`config.mk`:
```
export PLATFORM = sky130hd
export DESIGN_NAME = insn_queue_flat
export DESIGN_NICKNAME = d
export VERILOG_FILES = /design/src/rtl/insn_queue_pkg.sv /design/src/rtl/insn_queue_if.sv /design/src/rtl/insn_queue_mem.sv /design/src/rtl/insn_queue.sv /design/src/flat_wrapper.sv
export SDC_FILE = /design/constraint.sdc
export NUM_CORES = 1
export LEC_CHECK = 0
export ABC_CLOCK_PERIOD_IN_PS = 2690
export CORE_AREA = 2 2 150 152
export DETAILED_ROUTE_END_ITERATION = 10
export DIE_AREA = 0 0 152 154
export PLACE_DENSITY = 0.8
export SYNTH_ARGS = -nofsm -noshare
export SYNTH_HDL_FRONTEND = slang
export SYNTH_SLANG_ARGS = --single-unit
```
`constraint.sdc`:
```
create_clock -name clock -period 2.69 [get_ports clock]
set_input_delay 0.6725 -clock clock [delete_from_list [all_inputs] [get_ports clock]]
set_output_delay 0.6725 -clock clock [all_outputs]
set_load 0.005 [all_outputs]
```
`src/rtl/insn_queue_pkg.sv`:
```
// insn_queue_pkg: shared widths and the entry type for the fetch-to-decode
// instruction queue.
//   INSN_W, PC_W   : instruction and PC+4 widths
//   DEFAULT_DEPTH  : default number of queue entries
//   iq_entry_t     : one buffered {instruction, pc} pair
package insn_queue_pkg;

  localparam int unsigned INSN_W        = 32;
  localparam int unsigned PC_W          = 32;
  localparam int unsigned DEFAULT_DEPTH = 4;

  typedef struct packed {
    logic [INSN_W-1:0] instruction;
    logic [PC_W-1:0]   pc;
  } iq_entry_t;

endpackage

```
`src/rtl/insn_queue_if.sv`:
```
// insn_queue_if: fetch/decode handshake bundle of the instruction queue.
//   in_valid, in_instruction, in_pc : push side from fetch
//   flush                           : redirect, discard contents
//   stall_fetch                     : high when a push is not accepted
//   out_valid, out_instruction,
//   out_pc, out_ready               : pop side towards decode
//   count                           : occupancy 0..DEPTH
// Modports: slave = the queue, master = the fetch/decode environment.
interface insn_queue_if
  import insn_queue_pkg::*;
#(
  parameter int unsigned DEPTH = DEFAULT_DEPTH
);
  localparam int unsigned PTR_W = $clog2(DEPTH);

  logic              in_valid;
  logic [INSN_W-1:0] in_instruction;
  logic [PC_W-1:0]   in_pc;
  logic              flush;
  logic              stall_fetch;
  logic              out_valid;
  logic [INSN_W-1:0] out_instruction;
  logic [PC_W-1:0]   out_pc;
  logic              out_ready;
  logic [PTR_W:0]    count;

  modport slave (
    input  in_valid, in_instruction, in_pc, flush, out_ready,
    output stall_fetch, out_valid, out_instruction, out_pc, count
  );

  modport master (
    output in_valid, in_instruction, in_pc, flush, out_ready,
    input  stall_fetch, out_valid, out_instruction, out_pc, count
  );

endinterface

```
`src/rtl/insn_queue_mem.sv`:
```
// insn_queue_mem: DEPTH x iq_entry_t register array for the instruction queue.
//   clock, reset : clock, asynchronous active-low clear of all entries
//   we, waddr, wdata : single write port
//   raddr, rdata     : asynchronous read port
module insn_queue_mem
  import insn_queue_pkg::*;
#(
  parameter int unsigned DEPTH = DEFAULT_DEPTH,
  parameter int unsigned PTR_W = $clog2(DEPTH)
) (
  input  logic             clock,
  input  logic             reset,
  input  logic             we,
  input  logic [PTR_W-1:0] waddr,
  input  iq_entry_t        wdata,
  input  logic [PTR_W-1:0] raddr,
  output iq_entry_t        rdata
);

  iq_entry_t mem_q [DEPTH];

  always_ff @(posedge clock or negedge reset) begin
    if (!reset) begin
      for (int i = 0; i < DEPTH; i++) begin
        mem_q[i] <= '0;
      end
    end else if (we) begin
      mem_q[waddr] <= wdata;
    end
  end

  assign rdata = mem_q[raddr];

endmodule

```
`src/rtl/insn_queue.sv`:
```
// insn_queue: circular instruction/PC+4 buffer between fetch and decode.
//   clock, reset : rising-edge clock, asynchronous active-low reset
//   q (slave)    : push from fetch (in_*), stall_fetch back-pressure, flush,
//                  head towards decode (out_*), out_ready, occupancy count
// Optional feature: define INSN_QUEUE_BYPASS_EN to let an empty queue forward
// the incoming entry to decode in the same cycle.
module insn_queue
  import insn_queue_pkg::*;
#(
  parameter int unsigned DEPTH = DEFAULT_DEPTH
) (
  input  logic         clock,
  input  logic         reset,
  insn_queue_if.slave  q
);

  localparam int unsigned PTR_W = $clog2(DEPTH);
  localparam logic [PTR_W:0] FullCount = (PTR_W + 1)'(DEPTH);

  logic [PTR_W-1:0] rd_ptr_q, rd_ptr_d;
  logic [PTR_W-1:0] wr_ptr_q, wr_ptr_d;
  logic [PTR_W:0]   count_q, count_d;

  logic      empty, full;
  logic      bypass, bypass_take;
  logic      push, pop;
  iq_entry_t wdata, rdata, head;

  assign empty = (count_q == '0);
  assign full  = (count_q == FullCount);

`ifdef INSN_QUEUE_BYPASS_EN
  assign bypass = empty & q.in_valid & ~q.flush;
`else
  assign bypass = 1'b0;
`endif
  // A bypassed entry taken by decode immediately is never stored.
  assign bypass_take = bypass & q.out_ready;

  // Stall depends only on registered occupancy, so a pop cannot open a slot
  // for a push in the same cycle.
  assign push = q.in_valid & ~full & ~q.flush & ~bypass_take;
  assign pop  = ~empty & q.out_ready & ~q.flush;

  always_comb begin
    rd_ptr_d = rd_ptr_q;
    wr_ptr_d = wr_ptr_q;
    count_d  = count_q;
    if (q.flush) begin
      rd_ptr_d = '0;
      wr_ptr_d = '0;
      count_d  = '0;
    end else begin
      if (push) wr_ptr_d = wr_ptr_q + PTR_W'(1);
      if (pop)  rd_ptr_d = rd_ptr_q + PTR_W'(1);
      unique case ({push, pop})
        2'b10:   count_d = count_q + (PTR_W + 1)'(1);
        2'b01:   count_d = count_q - (PTR_W + 1)'(1);
        default: count_d = count_q;
      endcase
    end
  end

  always_ff @(posedge clock or negedge reset) begin
    if (!reset) begin
      rd_ptr_q <= '0;
      wr_ptr_q <= '0;
      count_q  <= '0;
    end else begin
      rd_ptr_q <= rd_ptr_d;
      wr_ptr_q <= wr_ptr_d;
      count_q  <= count_d;
    end
  end

  assign wdata.instruction = q.in_instruction;
  assign wdata.pc          = q.in_pc;

  insn_queue_mem #(
    .DEPTH (DEPTH),
    .PTR_W (PTR_W)
  ) u_mem (
    .clock (clock),
    .reset (reset),
    .we    (push),
    .waddr (wr_ptr_q),
    .wdata (wdata),
    .raddr (rd_ptr_q),
    .rdata (rdata)
  );

  always_comb begin
    head = '0;
    if (bypass) begin
      head = wdata;
    end else if (!empty) begin
      head = rdata;
    end
  end

  assign q.out_valid       = ~q.flush & (~empty | bypass);
  assign q.out_instruction = head.instruction;
  assign q.out_pc          = head.pc;
  assign q.stall_fetch     = full;
  assign q.count           = count_q;

endmodule

```
`src/flat_wrapper.sv`:
```
// flat-port wrapper written by rule: the top's interface ports become plain ports
module insn_queue_flat import insn_queue_pkg::*;
#(
  parameter int unsigned DEPTH = DEFAULT_DEPTH
)
  (clock, reset, q_in_valid, q_in_instruction, q_in_pc, q_flush, q_out_ready, q_stall_fetch, q_out_valid, q_out_instruction, q_out_pc, q_count);
  insn_queue_if #(.DEPTH(DEPTH)) q_i ();
  input  logic clock;
  input  logic reset;
  input wire logic [$bits(q_i.in_valid)-1:0] q_in_valid;
  input wire logic [$bits(q_i.in_instruction)-1:0] q_in_instruction;
  input wire logic [$bits(q_i.in_pc)-1:0] q_in_pc;
  input wire logic [$bits(q_i.flush)-1:0] q_flush;
  input wire logic [$bits(q_i.out_ready)-1:0] q_out_ready;
  output wire logic [$bits(q_i.stall_fetch)-1:0] q_stall_fetch;
  output wire logic [$bits(q_i.out_valid)-1:0] q_out_valid;
  output wire logic [$bits(q_i.out_instruction)-1:0] q_out_instruction;
  output wire logic [$bits(q_i.out_pc)-1:0] q_out_pc;
  output wire logic [$bits(q_i.count)-1:0] q_count;
  assign q_i.in_valid = q_in_valid;
  assign q_i.in_instruction = q_in_instruction;
  assign q_i.in_pc = q_in_pc;
  assign q_i.flush = q_flush;
  assign q_i.out_ready = q_out_ready;
  assign q_stall_fetch = q_i.stall_fetch;
  assign q_out_valid = q_i.out_valid;
  assign q_out_instruction = q_i.out_instruction;
  assign q_out_pc = q_i.out_pc;
  assign q_count = q_i.count;
  insn_queue #(.DEPTH(DEPTH)) u_core (.clock(clock), .reset(reset), .q(q_i));
endmodule
```
==> flow_summary.json, run 1 <==
{
  "status": "finished with violations",
  "violations": "setup timing",
  "drv_cap": 0,
  "ir_drop_uv": 614,
  "startpoint_type": "register",
  "antenna_found_initial": 0,
  "ios": 138,
  "synth_top_family_by_area": "multiplexers",
  "rsz0062_at_grt": "yes",
  "slowest_stage": "dfrtp_4",
  "max_freq_mhz": 353,
  "fp.dieArea_sq_mm": 0.0234,
  "final_core_utilization_pct": 71.1,
  "ys_ff_latch": 263,
  "hold_viol_final": 0,
  "vias": 7132,
  "fin_cells": 1217,
  "synth_area_leaders": "dfrtp_1 54%, mux2_2 18%, mux4_2 12%, mux2_4 7.4%, nor2b_1 3.3%",
  "drtPass1Iterations": 4,
  "clockRootBuffer": "clkbuf_16",
  "nNetsFinal": 989,
  "synth-edff-count": 0,
  "drt_iter0_drc": 375,
  "regToRegSetupSlack_ps": 360,
  "row_count": 54,
  "slew_viol_final": 0,
  "final_common_cell": "dfrtp_1",
  "ys_seq_area_share_pct": 53.7,
  "worst_pin_slew_ps": 580,
  "cp_max_fo": 6,
  "setup_viol": 56,
  "postSynthCellCount": 751,
  "end_kind": "output pin",
  "post-place-ws_ps": 114,
  "gr-usage-all-layers_pct": 24.3,
  "die_x_microns": 152,
  "synthXorXnorAreaFrac_pct": 0.215,
  "multi_input_area_sq_mm": 0.00555,
  "synthAdderAreaFrac_pct": 0.572,
  "first_global_vias": 8215,
  "syn_nets": 825,
  "coreArea_sq_mm": 0.0217,
  "finalPower_mw": 15.8,
  "clk_path_buf_depth": 3,
  "ys_types": 38,
  "final_cell_mix": "260 x dfrtp_1, 193 x mux2_2, 71 x clkdlybuf4s50_1, 64 x mux4_2, 61 x buf_2",
  "yosys_warnings": 0,
  "synthArstFlopShare_pct": 100,
  "overflow": 0,
  "fin_worst_skew_ps": 11.3,
  "numPortBuffers": 137,
  "synth_ff_type": "dfrtp_1",
  "syn2layout_area_growth_pct": 25.9,
  "syn_area_per_cell_sq_um": 16.3,
  "critPathRequiredTime_ps": 2020,
  "crit_chain": "buf_6, buf_12, buf_6, mux4_2, nor2b_1, buf_2",
  "die_y_microns": 154,
  "cp_slowest_stage_delay_ps": 510,
  "synth_top_cell_by_area": "dfrtp_1",
  "muxShareOfSynthArea_pct": 37.2,
  "fin_crit_ps": 2830,
  "wl_per_cell_microns": 22.7,
  "relSlewSlack_pct": 61.3,
  "synth_compound_area_share_pct": 0.736,
  "grt_max_degree": 76,
  "leakage_nw": 6.99,
  "htreeDepth": 1,
  "hold_path.class": "in2async",
  "cts_tree": "built",
  "drive_above_1_share_pct": 55.4,
  "holdBufCountCts": 0,
  "setup_ws_ps": -141,
  "crit_arrival_ps": 2160,
  "initial_core_util_pct": 56.5,
  "yosysTopAreaCellShare_pct": 53.7,
  "ant_nets": 0,
  "hpwl_microns": 16400,
  "syn-cell-area_sq_mm": 0.0122,
  "post-place-cells": 1142,
  "gp_congestion": 0.750,
  "drt_wl_total_microns": 27700,
  "worst_path_most_repeated_cell": "buf_6",
  "drc": 0,
  "viasPerCell": 5.86,
  "fin_crit_sh_pct": 105,
  "nFillCells": 1366,
  "seq_area_sq_mm": 0.00659,
  "clk_latency_ps": 530,
  "p_per_area_mw_per_mm2": 1030,
  "clkTransAtPathRegs_ps": 60,
  "grt_pass1_wl_microns": 45100,
  "cts_buffers": 28,
  "antennaDiodeCount": 0,
  "synth-simple-area-share_pct": 4.47,
  "crit_type": "reg2out",
  "clock_sinks": 263
}
critical path: cells and delay by family (launching register included):
| family | cells | cell delay (ps) |
|---|---|---|
| DFF | 1 | 510 |
| and+or+nand+nor | 1 | 150 |
| muxes | 1 | 410 |
| buffers and inverters | 4 | 550 |
final cells by class:
| cell class | count | share of cell area (%) |
|---|---|---|
| Inverter | 5 | 0.122 |
| Timing Repair Buffer | 186 | 12.0 |
| Tap cell | 280 | 2.27 |
| Clock inverter | 10 | 1.32 |
| Multi-Input combinational cell | 431 | 36.0 |
| Sequential cell | 263 | 42.7 |
| Clock buffer | 42 | 5.54 |
report_power, final:
part	total (mW)	leakage (nW)	internal, mW	switching [mW]
logic	5.43	3.17	3.45	1.98
registers	6.10	3.30	5.33	0.767
clock network	4.32	0.522	2.76	1.55
synthesized netlist by cell type (2+ instances only):
library cell / n
nor3_1: 2
a21oi_1: 2
buf_2: 23
mux2_4: 60
nand3_1: 4
dfrtp_1: 263
mux2_2: 193
clkbuf_1: 15
buf_1: 5
buf_12: 7
nor2b_1: 65
mux4_2: 64
xor2_1: 2
o21ai_0: 2
nand2_1: 3
inv_1: 5
ha_1: 4
buf_6: 2
nor2_1: 6
nand3_2: 3
mux2_1: 4
what timing repair did:
| action | 4_1_cts | 5_1_grt |
|---|---|---|
| cloned | 7 | 0 |
| gates resized for setup | 322 | 22 |
| pin swaps | 1 | 1 |
| setup endpoints to repair | 66 | 66 |
| setup buffers | 18 | 2 |
path summary, 6_finish.rpt:
check                                         from                      end  cells after the start
setup / recovery                u_core.rd_ptr_q[0]    q_out_instruction[12]                      6
hold / removal                               reset  u_core.u_mem.mem_q[196]                      1
setup reg to reg                 u_core.q.count[1]        u_core.q.count[2]                      7
hold reg to reg            u_core.u_mem.mem_q[205]  u_core.u_mem.mem_q[205]                      1
max in group asynchronous                    reset  u_core.u_mem.mem_q[149]                      2
min in group clock         u_core.u_mem.mem_q[205]  u_core.u_mem.mem_q[205]                      1
per-stage QoR:
step	hold WS (ps)	TNS, ps	cell area [sq um]
after floorplan	377	0	12200
final	102	-3930	15400
after CTS	134	-7640	15500
after global placement	462	0	14100
after global routing	140	-8320	15400
after detailed placement	475	0	14100
flip-flops by register name, indices dropped and copies added, names as in the netlist:
register and count:
u_core.wr_ptr_q 2, u_core.rd_ptr_q 2, u_core.q.count 3, u_core.u_mem.mem_q 256
cell families after synthesis:
| logic type | Yosys count |
|---|---|
| flops | 263 |
| compound gates | 13 |
| mux | 321 |
| buf+inv | 57 |
| fa+ha+maj | 5 |
| xor+xnor | 3 |
| simple gates | 89 |
per-layer routing:
| layer | GRT usage (%) | wire length, microns |
|---|---|---|
| met2 | 43.9 | 14500 |
| met5 | 0 | 0 |
| met3 | 3.83 | 1170 |
| met1 | 31.5 | 11600 |
| met4 | 4.49 | 375 |
Note: power is estimated with default switching activity, not from simulation.
==> run 2, diff against run 1 <==
CTS_CLUSTER_SIZE = 40   (was unset)
==> results of run 2 <==
Final layout, timing and power as in run 1 (identical DEF).
==> run 3, diff against run 2 <==
CORE_AREA = 2 2 174 176   (was 2 2 150 152)
DIE_AREA = 0 0 176 178   (was 0 0 152 154)
PLACE_DENSITY = unset   (was 0.8)
==> run 3 against run 2 <==
The flow still finishes with violations (setup timing). Wire length rose by 7.5%. Largest cell class unchanged. Global-route usage down 4.8 points. Critical path type unchanged. Sequential share of layout area decreased by 0.74 points. Utilization shrank 18 points. Critical endpoint is now q_out_instruction[31]. Via count rose by 1.3%. First-iteration DRC count increased by 7.2%.
==> flow_summary.json, run 3 (synthesis results as in run 1) <==
{
  "drc": 0,
  "hold_path.class": "in2async",
  "drv_cap": 0,
  "regMostFlops": "u_core.u_mem.mem_q",
  "ir_drop_uv": 618,
  "largest_reg_flops": 256,
  "setup_ws_ps": -165,
  "numPortBuffers": 137,
  "p_per_area_mw_per_mm2": 1010,
  "crit_arrival_ps": 2180,
  "gp_congestion": 0.762,
  "drt_iter0_drc": 402,
  "drive_above_1_share_pct": 55.2,
  "critPathRequiredTime_ps": 2020,
  "end_kind": "output pin",
  "cp_num_buf_inv": 4,
  "final_cell_area_sq_mm": 0.0157,
  "die_x_microns": 176,
  "antenna_found_initial": 1,
  "clk_latency_ps": 550,
  "worst_path_most_repeated_cell": "buf_12",
  "fp.dieArea_sq_mm": 0.0313,
  "relSlewSlack_pct": 69.8,
  "grt_max_degree": 61,
  "regToRegSetupSlack_ps": 260,
  "vias": 7225,
  "ios": 138,
  "final_core_utilization_pct": 53.4,
  "drtPass1Iterations": 4,
  "cts_tree": "built",
  "fin_worst_skew_ps": 18.7,
  "cts_buffers": 29,
  "wl_per_cell_microns": 22.1,
  "crit_family": "buffers and inverters",
  "crit_type": "reg2out",
  "cp_max_fo": 6,
  "cp_slowest_stage_delay_ps": 530,
  "place_area_sq_mm": 0.0143,
  "status": "finished with violations",
  "startpoint_type": "register",
  "initial_core_util_pct": 41.7,
  "worst_pin_slew_ps": 453,
  "htreeDepth": 1,
  "setup_viol": 61,
  "ant_nets": 0,
  "rsz0062_at_grt": "yes",
  "viasPerCell": 5.36,
  "hpwl_microns": 17500,
  "first_global_vias": 8169,
  "clock_sinks": 263,
  "nFillCells": 2381,
  "fin_crit_ps": 2850,
  "die_y_microns": 178,
  "syn2layout_area_growth_pct": 28.2,
  "clockRootBuffer": "clkbuf_16",
  "final_cell_mix": "260 x dfrtp_1, 193 x mux2_2, 71 x clkdlybuf4s50_1, 64 x mux4_2, 60 x mux2_4",
  "leakage_nw": 7.07,
  "slew_viol_final": 0,
  "grt_pass1_wl_microns": 47000,
  "final_common_cell": "dfrtp_1",
  "hold_viol_final": 0,
  "row_count": 63,
  "gr-usage-all-layers_pct": 19.5,
  "fin_crit_sh_pct": 106,
  "crit_chain": "buf_12, buf_16, buf_12, mux4_2, nor2b_4, buf_2",
  "slowest_stage": "dfrtp_4",
  "clk_path_buf_depth": 3,
  "max_freq_mhz": 350,
  "coreArea_sq_mm": 0.0294,
  "clkTransAtPathRegs_ps": 70,
  "nNetsFinal": 1008,
  "drt_wl_total_microns": 29700,
  "violations": "setup timing",
  "overflow": 0,
  "antennaDiodeCount": 0
}
run 3: cell count changes in the layout (fill, tap and decap cells not counted), sizes merged:
| cell | previous run | this run |
|---|---|---|
| buf | 112 | 124 |
| clkinv | 3 | 8 |
| clkdlybuf4s15 | 0 | 4 |
| clkbuf | 45 | 42 |
| bufbuf | 0 | 2 |
| bufinv | 6 | 5 |
| dlygate4sd2 | 0 | 1 |
run 3: cell type report:
type                    instances  area, sq um  share of cell area [%]
repair buffers                204         2080                    13.3
inverters                       5         18.8                   0.120
flip-flops and latches        263         6590                    42.0
multi-input cells             431         5500                    35.0
clock buffers                  40          827                    5.27
well taps                     390          488                    3.11
clock inverters                14          199                    1.27
run 3: routing by layer:
metal / wire [microns] / track usage (%)
met3: 1520 / 3.64
met4: 663 / 5.20
met2: 15100 / 33.9
met1: 12400 / 25.2
met5: 13 / 0
run 3: power breakdown:
part,internal [mW],switching [mW]
registers,5.33,0.720
logic,3.60,2.05
clock network,2.62,1.62
run 3: path summary, 6_finish.rpt:
path | from | endpoint | depth (start not counted)
min in group clock | u_core.u_mem.mem_q[206] | u_core.u_mem.mem_q[206] | 1
max in group asynchronous | reset | u_core.u_mem.mem_q[201] | 2
worst max register to register | u_core.q.count[1] | u_core.q.count[2] | 8
worst max-delay path | u_core.rd_ptr_q[0] | q_out_instruction[31] | 6
worst min-delay path | reset | u_core.u_mem.mem_q[243] | 1
worst min register to register | u_core.u_mem.mem_q[206] | u_core.u_mem.mem_q[206] | 1
run 3: repair_timing:
action	in CTS	in global routing
cloned	9	0
hold buffers	0	0
endpoints found under the hold margin	0	0
endpoints found under the setup margin	66	65
gates resized for setup	303	16
buffers inserted	22	6
pin swaps	1	1
run 3: stage by stage:
stage	hold slack, ps	power [mW]	instances	setup slack [ps]	setup TNS [ps]
finish	37.7	15.9	1347	-165	-5940
global placement	462	10.9	1261	31.7	0
CTS	42.0	16.1	1344	-182	-7610
detailed placement	484	11.1	1261	31.2	0
global route	42.0	16.8	1347	-223	-9890
floorplan	377	9.07	751	390	0
==> edit: new RTL, config.mk and constraints of run 3 <==
`DEFAULT_DEPTH`: 4 -> 2.
--- a/src/rtl/insn_queue_pkg.sv
+++ b/src/rtl/insn_queue_pkg.sv
@@ -7,7 +7,7 @@
 
   localparam int unsigned INSN_W        = 32;
   localparam int unsigned PC_W          = 32;
-  localparam int unsigned DEFAULT_DEPTH = 4;
+  localparam int unsigned DEFAULT_DEPTH = 2;
 
   typedef struct packed {
     logic [INSN_W-1:0] instruction;
Interface: changed (resized q_count); port bits go from 138 to 137. The function was not compared with the original's and may differ.
==> edit against run 3 <==
Register-to-register slack better by 0.54 ns; sequential power decreased by 55%; cell count is 27% lower; critical path depth fell by 2; total power down 57%; wire length shrank 54%; final area down 45%; setup slack better by 0.21 ns; combinational power shrank 76%; clock skew down 0.014 ns; largest power group is now clock; sequential cell count is 131 lower; synthesized area fell by 52%.
==> edit: results (changes against run 3) <==
[worst_setup_path]
worstPathMaxFanout = 23  ; +17
crit_start = u_core.rd_ptr_q$_DFFE_PN0P_
r2r_cells = 5  ; -3

[final_layout]
multi_input_area_share_pct = 28.7  ; -6.3 points
fillCellCount = 2998  ; +26%
num-multi-input-gates = 276  ; -36%
final-nonclk-buf-share_pct = 18.8  ; +5.6 points
largest_register_ffs = 128  ; -50%
utilization_pct = 29.2  ; -24 points
design_area_um2 = 8600  ; -45%
final_nets = 648  ; -36%
seq-cell-share_pct = 38.5  ; -3.5 points

[placement]
port_buffers = 136  ; -0.73%
dp.cells = 950  ; -25%
place_area_um2 = 7870  ; -45%
place_congestion = 0.700  ; -8.1%

[detailed_routing]
viasPerCell = 3.92  ; -27%
wire_per_inst_um = 14.1  ; -36%
drtIter0Drc = 118  ; -71%

[logic_synthesis]
synth_common_cells = dfrtp_1 (132), mux2_2 (123), nor2_1 (67), mux2i_1 (65), buf_2 (12)
seq_area_frac_synth_pct = 55.7  ; +1.9 points
ys_ff_latch = 132  ; -50%
synth_compound_area_share_pct = 0.759  ; +0.023 points
synthCells = 437  ; -42%
synthMuxAreaShare_pct = 35.3  ; -2.0 points
syn-num-nets = 506  ; -39%
ys_top_cells_by_area = dfrtp_1 (56%), mux2_2 (23%), mux2i_1 (11%), nor2_1 (4.2%), buf_6 (1.1%)

[global_route]
grt.total_usage_pct = 9.28  ; -10 points
grt_first_pass_wirelength_mm = 22.2  ; -53%
grt_pass1_vias = 4036  ; -51%
grt_max_degree = 55  ; -9.8%

[pwr]
peakVddDrop_mv = 0.302  ; -51%

[clock_network]
clk_latency_ns = 0.41  ; -0.14 ns
cts.htree.levels = 4  ; +3

[status]
status = complete, no violations

[sta]
worstMarginPinSlew_ns = 0.491  ; +0.0376 ns
skew_ns = 0.00456  ; -0.0141 ns

## edit: changes by cell type after synthesis, moves of 7 or more
| cell | run 3 | this run |
|---|---|---|
| nor2b_1 | 65 | 0 |
| dfrtp_1 | 263 | 132 |
| clkbuf_1 | 15 | 6 |
| buf_12 | 7 | 0 |
| buf_2 | 23 | 12 |
| mux4_2 | 64 | 0 |
| mux2_2 | 193 | 123 |
| mux2i_1 | 0 | 65 |
| nor2_1 | 6 | 67 |
| mux2_4 | 60 | 0 |
## edit: cells by family (layout without fill, tap and decap cells)
group,count (synthesis),after routing
multiplexers,193,193
flip-flops,132,132
AND/OR/NAND/NOR,74,74
buffers and inverters,29,184
AO/OA/AOI/OAI,8,8
XOR/XNOR,1,1
## edit: stage by stage
stage               hold slack [ns]  setup TNS [ns]  power [uW]
finish                        0.154               0        6820
detailed placement            0.474               0        4110
global route                  0.142         -0.0922        7210
floorplan                     0.377               0        3480
CTS                           0.143               0        6980
global placement              0.467               0        4070
## edit: routing by layer
| metal | wire length [um] | track usage (%) | up-vias | share of wire, % |
|---|---|---|---|---|
| li1 | - | - | 1814 | - |
| met1 | 6050 | 11.3 | 1944 | 44 |
| met2 | 6940 | 15.7 | 85 | 50 |
| met3 | 644 | 2.79 | 11 | 4.7 |
| met4 | 168 | 3.20 | 0 | 1.2 |
| met5 | 0 | 0 | - | 0 |
## edit: power by group through the flow
stage          sequential, uW  clock [uW]  combinational (uW)
5_1_grt                  2760        2970                1480
6_report                 2710        2770                1340
3_3_place_gp             2730           0                1350
4_1_cts                  2700        2900                1380
3_5_place_dp             2740           0                1370
2_1_floorplan            2670           0                 807
## edit: repair_timing
item,CTS,global route
resized for setup,5,6
buffers inserted,0,0
hold endpoints to repair,0,0
setup endpoints to repair,30,26
pin swaps,1,4
